`src/rtl/bus_sequencer_if.sv`:
```
// Control bundle between the bus sequencer and the shared 25-source datapath bus.
interface bus_sequencer_if;
  // Inputs to the sequencer
  logic        run;
  logic [31:0] ir;
  logic        mem_ready;
  // Bus source enables
  logic [15:0] r_out;
  logic        hi_out;
  logic        lo_out;
  logic        zhi_out;
  logic        zlo_out;
  logic        pc_out;
  logic        mdr_out;
  logic        csign_out;
  // Load / control strobes
  logic [15:0] r_in;
  logic        pc_in;
  logic        ir_in;
  logic        mar_in;
  logic        mdr_in;
  logic        y_in;
  logic        z_in;
  logic        hi_in;
  logic        lo_in;
  logic        inc_pc;
  logic        read;
  logic [4:0]  alu_op;
  // Status
  logic        busy;
  logic        done;
  logic        halted;
  logic        illegal;

  modport master (
    input  run, ir, mem_ready,
    output r_out, hi_out, lo_out, zhi_out, zlo_out, pc_out, mdr_out, csign_out,
    output r_in, pc_in, ir_in, mar_in, mdr_in, y_in, z_in, hi_in, lo_in, inc_pc, read,
    output alu_op, busy, done, halted, illegal
  );

  modport slave (
    output run, ir, mem_ready,
    input  r_out, hi_out, lo_out, zhi_out, zlo_out, pc_out, mdr_out, csign_out,
    input  r_in, pc_in, ir_in, mar_in, mdr_in, y_in, z_in, hi_in, lo_in, inc_pc, read,
    input  alu_op, busy, done, halted, illegal
  );
endinterface

```
`src/rtl/bus_sequencer.sv`:
```
// Control-step sequencer: fetch (T0-T2) and execute (T3-T6) for the shared datapath bus.
// Every step drives at most one bus source; the bus itself resolves overlaps silently.
module bus_sequencer #(
  parameter int unsigned OPW  = 5,
  parameter int unsigned REGW = 4
) (
  input  logic            clock,
  input  logic            clear,
  bus_sequencer_if.master bus
);

  localparam int unsigned NREG   = 16;
  localparam int unsigned OP_MSB = 31;
  localparam int unsigned RA_MSB = OP_MSB - OPW;
  localparam int unsigned RB_MSB = RA_MSB - REGW;
  localparam int unsigned RC_MSB = RB_MSB - REGW;
  localparam int unsigned RC_LSB = RC_MSB - REGW + 1;

  localparam logic [OPW-1:0] OP_ALU_LO = OPW'(5'b00011);
  localparam logic [OPW-1:0] OP_ALU_HI = OPW'(5'b01011);
  localparam logic [OPW-1:0] OP_IMM_LO = OPW'(5'b01100);
  localparam logic [OPW-1:0] OP_IMM_HI = OPW'(5'b01110);
  localparam logic [OPW-1:0] OP_DIV    = OPW'(5'b01111);
  localparam logic [OPW-1:0] OP_MUL    = OPW'(5'b10000);
  localparam logic [OPW-1:0] OP_NEG    = OPW'(5'b10001);
  localparam logic [OPW-1:0] OP_NOT    = OPW'(5'b10010);
  localparam logic [OPW-1:0] OP_MFHI   = OPW'(5'b11001);
  localparam logic [OPW-1:0] OP_MFLO   = OPW'(5'b11010);
  localparam logic [OPW-1:0] OP_NOP    = OPW'(5'b11011);
  localparam logic [OPW-1:0] OP_HALT   = OPW'(5'b11100);

  typedef enum logic [3:0] {
    IDLE, T0, T1, T2, T3, T4, T5, T6, HALT, FAULT
  } seqState;

  seqState state;
  seqState nextState;
  logic    pcLoaded;

  logic [OPW-1:0]  opcode;
  logic [REGW-1:0] ra;
  logic [REGW-1:0] rb;
  logic [REGW-1:0] rc;
  logic            isRegAlu;
  logic            isImm;
  logic            isMulDiv;
  logic            isUnary;
  logic            unusedIr;

  function automatic logic [NREG-1:0] regSelect(input logic [REGW-1:0] idx);
    return NREG'(1) << idx;
  endfunction

  // Instruction field extraction and opcode class decode
  assign opcode   = bus.ir[OP_MSB -: OPW];
  assign ra       = bus.ir[RA_MSB -: REGW];
  assign rb       = bus.ir[RB_MSB -: REGW];
  assign rc       = bus.ir[RC_MSB -: REGW];
  assign unusedIr = ^bus.ir[RC_LSB-1:0];
  assign isRegAlu = (opcode >= OP_ALU_LO) && (opcode <= OP_ALU_HI);
  assign isImm    = (opcode >= OP_IMM_LO) && (opcode <= OP_IMM_HI);
  assign isMulDiv = (opcode == OP_DIV) || (opcode == OP_MUL);
  assign isUnary  = (opcode == OP_NEG) || (opcode == OP_NOT);

  // State register; pcLoaded remembers that the current T1 already pulsed pc_in
  always_ff @(posedge clock or posedge clear) begin
    if (clear) begin
      state    <= IDLE;
      pcLoaded <= 1'b0;
    end else begin
      state    <= nextState;
      pcLoaded <= (state == T1);
    end
  end

  // Next-state and Moore output decode from the registered state and ir
  always_comb begin
    nextState     = state;
    bus.r_out     = '0;
    bus.hi_out    = 1'b0;
    bus.lo_out    = 1'b0;
    bus.zhi_out   = 1'b0;
    bus.zlo_out   = 1'b0;
    bus.pc_out    = 1'b0;
    bus.mdr_out   = 1'b0;
    bus.csign_out = 1'b0;
    bus.r_in      = '0;
    bus.pc_in     = 1'b0;
    bus.ir_in     = 1'b0;
    bus.mar_in    = 1'b0;
    bus.mdr_in    = 1'b0;
    bus.y_in      = 1'b0;
    bus.z_in      = 1'b0;
    bus.hi_in     = 1'b0;
    bus.lo_in     = 1'b0;
    bus.inc_pc    = 1'b0;
    bus.read      = 1'b0;
    bus.alu_op    = '0;
    bus.done      = 1'b0;
    bus.halted    = 1'b0;
    bus.illegal   = 1'b0;
    bus.busy      = !(state inside {IDLE, HALT, FAULT});

    case (state)
      IDLE: begin
        if (bus.run) nextState = T0;
      end
      T0: begin
        bus.pc_out = 1'b1;
        bus.mar_in = 1'b1;
        bus.inc_pc = 1'b1;
        bus.z_in   = 1'b1;
        nextState  = T1;
      end
      T1: begin
        bus.zlo_out = 1'b1;
        bus.pc_in   = !pcLoaded;
        bus.read    = 1'b1;
        bus.mdr_in  = 1'b1;
        if (bus.mem_ready) nextState = T2;
      end
      T2: begin
        bus.mdr_out = 1'b1;
        bus.ir_in   = 1'b1;
        if (opcode == OP_NOP) begin
          bus.done  = 1'b1;
          nextState = bus.run ? T0 : IDLE;
        end else begin
          nextState = T3;
        end
      end
      T3: begin
        if (isRegAlu || isImm) begin
          bus.r_out = regSelect(rb);
          bus.y_in  = 1'b1;
          nextState = T4;
        end else if (isUnary) begin
          bus.r_out  = regSelect(rb);
          bus.alu_op = 5'(opcode);
          bus.z_in   = 1'b1;
          nextState  = T4;
        end else if (isMulDiv) begin
          bus.r_out = regSelect(ra);
          bus.y_in  = 1'b1;
          nextState = T4;
        end else if (opcode == OP_MFHI || opcode == OP_MFLO) begin
          bus.hi_out = (opcode == OP_MFHI);
          bus.lo_out = (opcode == OP_MFLO);
          bus.r_in   = regSelect(ra);
          bus.done   = 1'b1;
          nextState  = bus.run ? T0 : IDLE;
        end else if (opcode == OP_HALT) begin
          nextState = HALT;
        end else begin
          nextState = FAULT;
        end
      end
      T4: begin
        if (isRegAlu || isImm) begin
          bus.r_out     = isImm ? '0 : regSelect(rc);
          bus.csign_out = isImm;
          bus.alu_op    = 5'(opcode);
          bus.z_in      = 1'b1;
          nextState     = T5;
        end else if (isUnary) begin
          bus.zlo_out = 1'b1;
          bus.r_in    = regSelect(ra);
          bus.done    = 1'b1;
          nextState   = bus.run ? T0 : IDLE;
        end else if (isMulDiv) begin
          bus.r_out  = regSelect(rb);
          bus.alu_op = 5'(opcode);
          bus.z_in   = 1'b1;
          nextState  = T5;
        end else begin
          nextState = FAULT;
        end
      end
      T5: begin
        if (isRegAlu || isImm) begin
          bus.zlo_out = 1'b1;
          bus.r_in    = regSelect(ra);
          bus.done    = 1'b1;
          nextState   = bus.run ? T0 : IDLE;
        end else if (isMulDiv) begin
          bus.zlo_out = 1'b1;
          bus.lo_in   = 1'b1;
          nextState   = T6;
        end else begin
          nextState = FAULT;
        end
      end
      T6: begin
        if (isMulDiv) begin
          bus.zhi_out = 1'b1;
          bus.hi_in   = 1'b1;
          bus.done    = 1'b1;
          nextState   = bus.run ? T0 : IDLE;
        end else begin
          nextState = FAULT;
        end
      end
      HALT: begin
        bus.halted = 1'b1;
      end
      FAULT: begin
        bus.illegal = 1'b1;
      end
      default: begin
        nextState = FAULT;
      end
    endcase
  end

endmodule

```
`src/flat_wrapper.sv`:
```
// flat-port wrapper written by rule: the top's interface ports become plain ports
module bus_sequencer_flat 
#(
  parameter int unsigned OPW  = 5,
  parameter int unsigned REGW = 4
)
  (clock, clear, bus_run, bus_ir, bus_mem_ready, bus_r_out, bus_hi_out, bus_lo_out, bus_zhi_out, bus_zlo_out, bus_pc_out, bus_mdr_out, bus_csign_out, bus_r_in, bus_pc_in, bus_ir_in, bus_mar_in, bus_mdr_in, bus_y_in, bus_z_in, bus_hi_in, bus_lo_in, bus_inc_pc, bus_read, bus_alu_op, bus_busy, bus_done, bus_halted, bus_illegal);
  bus_sequencer_if bus_i ();
  input  logic clock;
  input  logic clear;
  input wire logic [$bits(bus_i.run)-1:0] bus_run;
  input wire logic [$bits(bus_i.ir)-1:0] bus_ir;
  input wire logic [$bits(bus_i.mem_ready)-1:0] bus_mem_ready;
  output wire logic [$bits(bus_i.r_out)-1:0] bus_r_out;
  output wire logic [$bits(bus_i.hi_out)-1:0] bus_hi_out;
  output wire logic [$bits(bus_i.lo_out)-1:0] bus_lo_out;
  output wire logic [$bits(bus_i.zhi_out)-1:0] bus_zhi_out;
  output wire logic [$bits(bus_i.zlo_out)-1:0] bus_zlo_out;
  output wire logic [$bits(bus_i.pc_out)-1:0] bus_pc_out;
  output wire logic [$bits(bus_i.mdr_out)-1:0] bus_mdr_out;
  output wire logic [$bits(bus_i.csign_out)-1:0] bus_csign_out;
  output wire logic [$bits(bus_i.r_in)-1:0] bus_r_in;
  output wire logic [$bits(bus_i.pc_in)-1:0] bus_pc_in;
  output wire logic [$bits(bus_i.ir_in)-1:0] bus_ir_in;
  output wire logic [$bits(bus_i.mar_in)-1:0] bus_mar_in;
  output wire logic [$bits(bus_i.mdr_in)-1:0] bus_mdr_in;
  output wire logic [$bits(bus_i.y_in)-1:0] bus_y_in;
  output wire logic [$bits(bus_i.z_in)-1:0] bus_z_in;
  output wire logic [$bits(bus_i.hi_in)-1:0] bus_hi_in;
  output wire logic [$bits(bus_i.lo_in)-1:0] bus_lo_in;
  output wire logic [$bits(bus_i.inc_pc)-1:0] bus_inc_pc;
  output wire logic [$bits(bus_i.read)-1:0] bus_read;
  output wire logic [$bits(bus_i.alu_op)-1:0] bus_alu_op;
  output wire logic [$bits(bus_i.busy)-1:0] bus_busy;
  output wire logic [$bits(bus_i.done)-1:0] bus_done;
  output wire logic [$bits(bus_i.halted)-1:0] bus_halted;
  output wire logic [$bits(bus_i.illegal)-1:0] bus_illegal;
  assign bus_i.run = bus_run;
  assign bus_i.ir = bus_ir;
  assign bus_i.mem_ready = bus_mem_ready;
  assign bus_r_out = bus_i.r_out;
  assign bus_hi_out = bus_i.hi_out;
  assign bus_lo_out = bus_i.lo_out;
  assign bus_zhi_out = bus_i.zhi_out;
  assign bus_zlo_out = bus_i.zlo_out;
  assign bus_pc_out = bus_i.pc_out;
  assign bus_mdr_out = bus_i.mdr_out;
  assign bus_csign_out = bus_i.csign_out;
  assign bus_r_in = bus_i.r_in;
  assign bus_pc_in = bus_i.pc_in;
  assign bus_ir_in = bus_i.ir_in;
  assign bus_mar_in = bus_i.mar_in;
  assign bus_mdr_in = bus_i.mdr_in;
  assign bus_y_in = bus_i.y_in;
  assign bus_z_in = bus_i.z_in;
  assign bus_hi_in = bus_i.hi_in;
  assign bus_lo_in = bus_i.lo_in;
  assign bus_inc_pc = bus_i.inc_pc;
  assign bus_read = bus_i.read;
  assign bus_alu_op = bus_i.alu_op;
  assign bus_busy = bus_i.busy;
  assign bus_done = bus_i.done;
  assign bus_halted = bus_i.halted;
  assign bus_illegal = bus_i.illegal;
  bus_sequencer #(.OPW(OPW), .REGW(REGW)) u_core (.clock(clock), .clear(clear), .bus(bus_i));
endmodule
```
`config.mk`:
```
export PLATFORM = sky130hd
export DESIGN_NAME = bus_sequencer_flat
export DESIGN_NICKNAME = d
export VERILOG_FILES = /design/src/rtl/bus_sequencer_if.sv /design/src/rtl/bus_sequencer.sv /design/src/flat_wrapper.sv
export SDC_FILE = /design/constraint.sdc
export NUM_CORES = 1
export LEC_CHECK = 0
export ABC_AREA = 1
export ABC_CLOCK_PERIOD_IN_PS = 3750
export CELL_PAD_IN_SITES_DETAIL_PLACEMENT = 2
export CELL_PAD_IN_SITES_GLOBAL_PLACEMENT = 2
export CORE_ASPECT_RATIO = 0.7
export CORE_MARGIN = 2
export CORE_UTILIZATION = 20
export CTS_BUF_LIST = sky130_fd_sc_hd__clkbuf_16
export CTS_CLUSTER_DIAMETER = 40
export DETAILED_ROUTE_END_ITERATION = 7
export PLACE_DENSITY = 0.89
export SLEW_MARGIN = 30
export SYNTH_ARGS = -nofsm -noshare
export SYNTH_HDL_FRONTEND = slang
export SYNTH_SLANG_ARGS = --single-unit
```
`constraint.sdc`:
```
create_clock -name clock -period 3.75 [get_ports clock]
set_input_delay 0.375 -clock clock [delete_from_list [all_inputs] [get_ports clock]]
set_output_delay 0.375 -clock clock [all_outputs]
set_load 0.03 [all_outputs]
```
======== After elaboration in Yosys (flattened, before gate mapping) ========
Index checks and enable logic that the tools add are counted.
W data, S select, Z words.
word-level totals
  input port bits ......................... 36
  logic and storage cells ................. 116
  output and inout bits ................... 58
  register bits ........................... 5
operators by class
  order comparisons ....................... 4
  shift operators ......................... 3
  eq/ne operators ......................... 19
  multiplexer cells ....................... 75
  bitwise operators ....................... 1
  reductions and logical operators ........ 12
operator list
  kind                    number
  $mux W16                14
  $mux W4                 13
  $pmux W16 S3            1
  $shl A1 B4 Y16 const A  3
  $mux W1                 36
  $pmux W4 S9             1
  $eq A5 B5 Y1 const B    7
  $pmux W16 S2            1
  $mux W5                 5
  $eq A4 B3 Y1 const B    4
  $le A5 B4 Y1 const B    2
  $pmux W5 S2             1
  $eq A4 B2 Y1 const B    2
  $eq A4 B4 Y1 const B    2
  $pmux W1 S3             2
  $eq A5 B4 Y1 const B    1
  $ge A5 B2 Y1 const B    1
  $ge A5 B4 Y1 const B    1
  $pmux W1 S5             1
  $eq A4 B1 Y1 const B    1
  $logic_not A4 Y1        1
  $logic_or A1 B1 Y1      4
  $ne A2 B2 Y1 const B    2
  $reduce_and A3 Y1       1
  5 further kinds         7

======== Logic depth before layout (Yosys ltp) ========
  depth in word-level cells ............... 7
  depth in mapped cells ................... 11
  mapped depth without buffers ............ 10

======== Least setup slack after synthesis ========
No wires, ideal clock.
  path kind ............................... reg2out
  start point ............................. register u_core.state[3]
  end point ............................... output port bus_r_out[0]
  path buffers ............................ 0
  path slack .............................. 1602 ps
  required time ........................... 3375 ps
  arrival ................................. 1773 ps
  cell stages (with the launch flop) ...... 8
  path through ............................ dfrtp_1 -> inv_1 -> nand2_1 -> nor2_2 -> inv_1 -> nor2_4 -> inv_2 -> o21ai_0
between the ends
  cells in the longest elaborated chain, start to end .. 2
  elaborated cells on any way between the ends .. 3
  those cells by class .................... 2 x eq/ne; 1 x mux
RTL lines
  item                    line                  text
  from (decl)             bus_sequencer.sv:36   seqState state;
  from (signal assigned)  bus_sequencer.sv:71   state <= nextState;
  $eq A4 B3 Y1            bus_sequencer.sv:104  case (state)
  $pmux W16 S2 (*)        bus_sequencer.sv:104
  to (decl)               flat_wrapper.sv:14    output wire logic [$bits(bus_i.r_out)-1:0] bus_r_out;
Every way passes the cells marked *; elsewhere a longest branch is shown, timed or not.

======== Worst setup path in the final report ========
  start point ............................. input port bus_ir[27]
  end point ............................... output port bus_r_out[0]
between the ends
  cells in the longest elaborated chain, start to end .. 6
  elaborated cells on any way between the ends .. 21
  those cells by class .................... 4 x order compare; 4 x eq/ne; 8 x mux; 5 x reduce/logical
RTL lines
  item                                                  line                  text
  from (decl)                                           flat_wrapper.sv:12    input wire logic [$bits(bus_i.ir)-1:0] bus_ir;
  branches (longest 5 deep; another with $ge A5 B4 Y1)  -
  $pmux W16 S2 (*)                                      bus_sequencer.sv:104
Every way passes the cells marked *.

==> impl_results.md <==
- Starting Density: around a fifth
- Final HPWL from detailed placement: approximately 6800 µm
- Worst Max-Slew Pin Slew: roughly 0.74 ns
- Initial DRC Count: between 150 and 200
- ANT cells: 0
- Ys Warns: 0
- PostCTS Resize Cnt: 0
- Worst min path class: in -> async
- Share of layout cells above drive strength 1: a little under an eighth
- Largest net degree at the start of global routing: 21
- Reg2reg end: u_core.state[1]$_DFFE_PP0P_
- Worst VDD drop: between 0.00009 and 0.0001 V
- Total iterations of the first detailed-routing run: 4
- Layout Skew: 0.0006116 ns
- Fin Hold WS: ~0.36 ns
- Startpoint types: primary input
- CTS tree: built
- Setup_tns: 0 ns
- Met2 wire len: 3619 µm
- Critical-path maximum fanout: 15
- Number of vias per cell: 4.661
- GPL Wtd Cong: 0.8163
- Via count of the first global-routing pass: 2636
- Port Buffer Count: 78
- Reg2reg start: u_core.state[3]$_DFFE_PP0P_
- Max Slew Vio Count: 0
- WP data arrival: between 2 and 3 ns
- Final setup fails: 0
- Met1 Routed Length: approximately 4400 µm
- First-pass GRT wire length: roughly 14000 µm
- Slew headroom: 50.70%
- Mapped Area: roughly 1800 µm²
- Period utilisation layout: about 90%
- Final hold violation count: 0
- H-tree Lvls: 1
- Vias: between 2000 and 2500
- CTS Buf Count: 3
- Post-CTS Hold Buffers: 0
- CTS root buf: clkbuf_16
- Yosys top cell area share: around 15%
- Die ar.: just under 10000 µm²
- Synth top area cells: nand2_1 15%, nor2_1 10%, inv_1 9.1%
- Die width: about 120 µm
- Met3 routed WL: about 260 µm
- FP Rows: 29
- Post-CTS Setup Inserts: 0
- Wire length per cell: approximately 16 µm
- MaxCap Viol Count: 0
- Maximum clock frequency: between 300 and 400 MHz
- GRT overflow: 0
- Reg2reg path depth: 7
- Reg clk slew, reported paths: about 0.030 ns
- Clock buffer depth: 2
- CP required: 3.38 ns
- Routed wire length: just over 8000 µm
- Area leader, netlist: nand2_1
- Outcome: finished clean
- Post-synth EDFFs: 0
- # IOs: 94
- DRC Markers: 0
- Post-layout net count: between 400 and 500
- Gate Count Post-Synth: between 300 and 400
- Synth-to-Final Area Change: 50.52%
- Antenna violations before repair: 0
- DR top layer: met3
- Num Clock Sinks: 5
- Kind of end point of the critical path: output pin
- Netlist cell types: 35
- Tmin final: roughly 3.3 ns
- Ys flop type: dfrtp_1
- RSZ-0062 raised after global routing: false
- Yosys reg bits: 5
- Latest clock arrival within the worst-skew pair: approximately 0.22 ns
- Die H: ~84 µm
- Sequential fraction of the synthesis area: 6.911%
- Reg2reg setup slack: between 2 and 2.5 ns
- Crit path kind: in -> out
- Syn Nets: between 300 and 400
- Post-synth ARST share: between 90% and 100%
- Total track usage: between 10% and 20%
- Core Box Area: between 8000 and 9000 µm²
- Pwr per Cell Area: around 130 nW/µm²
- Post-synthesis average cell area: ~5.3 µm²
- Lkg Pwr: 1.151 nW
- Remaining antenna violation count after routing: 0
## kinds of logic after synthesis
group / Yosys count / synth area share, %
compound gates: 46 / 15.62
buf+inv: 75 / 19.90
flops: 5 / 6.911
simple gates: 213 / 57.57
## sequential cells by signal (all words and copies together) (netlist names)
| register | cells |
|---|---|
| u_core.pcLoaded | 1 |
| u_core.state | 4 |
## metrics by stage
| step | setup slack (ns) | cell area, µm² | power [mW] | std cells | utilization [%] |
|---|---|---|---|---|---|
| after global placement | 0.4999 | 2646 | 0.1728 | 527 | 29.65 |
| after floorplan | 1.602 | 1810 | 0.1333 | 339 | - |
| final | 0.4303 | 2725 | 0.3485 | 531 | 30.53 |
| after CTS | 0.4163 | 2725 | 0.3516 | 531 | 30.53 |
| after detailed placement | 0.4388 | 2646 | 0.1782 | 527 | 29.65 |
| after global routing | 0.2548 | 2725 | 0.3700 | 531 | 30.53 |
## power breakdown
part	switching, mW	total, mW	internal, mW
Clock	0.0326	0.170	0.138
Sequential	0	0.0543	0.0543
Combinational	0.0816	0.124	0.0421
Total	0.114	0.348	0.234
## critical path, stage by stage
cell and delay, ns:
clkdlybuf4s50_1 0.49, nor2_2 0.22, nand2_1 0.10, nor2_1 0.12, nor2_1 0.09, nand2_2 0.08, inv_2 0.05, nor2_4 0.31
inv_2 0.11, o21ai_0 0.26, clkdlybuf4s50_1 0.72
## cell type report
cell class | instances | area [µm²]
timing repair buffer | 83 | 818.3
fill | 1137 | 6201
sequential | 5 | 125.1
tap | 124 | 155.1
clock inverter | 1 | 3.754
inverter | 56 | 222.7
multi-input combinational | 259 | 1325
clock buffer | 3 | 75.07
## cell usage after synthesis, types with 2 or more instances
cell / number
nand2_1: 74
nor2_1: 50
inv_1: 44
nand3_1: 33
nand4_1: 20
o21ai_0: 17
o21ai_1: 9
buf_4: 8
inv_2: 8
nand2_2: 7
nor2_2: 7
nor2_4: 6
nor3_1: 6
o22ai_1: 6
dfrtp_1: 5
o31ai_1: 5
a2bb2oi_1: 4
buf_2: 4
clkbuf_1: 4
nor3_2: 3
a21oi_1: 2
buf_6: 2
nand3b_1: 2
nor4_1: 2
## how the worst max path moves through the flow
stage | start | endpoint | depth (start not counted)
4_1_cts | bus_ir[27] | bus_r_out[0] | 11
6_report | bus_ir[27] | bus_r_out[0] | 11
5_1_grt | bus_ir[27] | bus_r_out[2] | 11
3_5_place_dp | bus_ir[27] | bus_r_out[0] | 11
3_3_place_gp | bus_ir[27] | bus_r_out[2] | 11
2_1_floorplan | u_core.state[3]$_DFFE_PP0P_ | bus_r_out[0] | 7
## metal layers
layer / up-vias / GRT usage, %
li1: 1246 / -
met1: 1186 / 23.91
met2: 43 / 27.54
met3: 0 / 1.230
met4: 0 / 1.643
met5: - / 0
## placed cells by master (no fill, tap or decap), types with 6 or more instances in the layout
master and instances:
o22ai_1 6, nand4_1 20, nor2_2 7, o21ai_1 9, nand2_1 74, nand2_2 7
o21ai_0 17, clkdlybuf4s50_1 78, nand3_1 33, nor3_1 6, nor2_1 50, inv_2 8
inv_1 45, nor2_4 6
No activity file was read; power rests on OpenSTA's default activity.
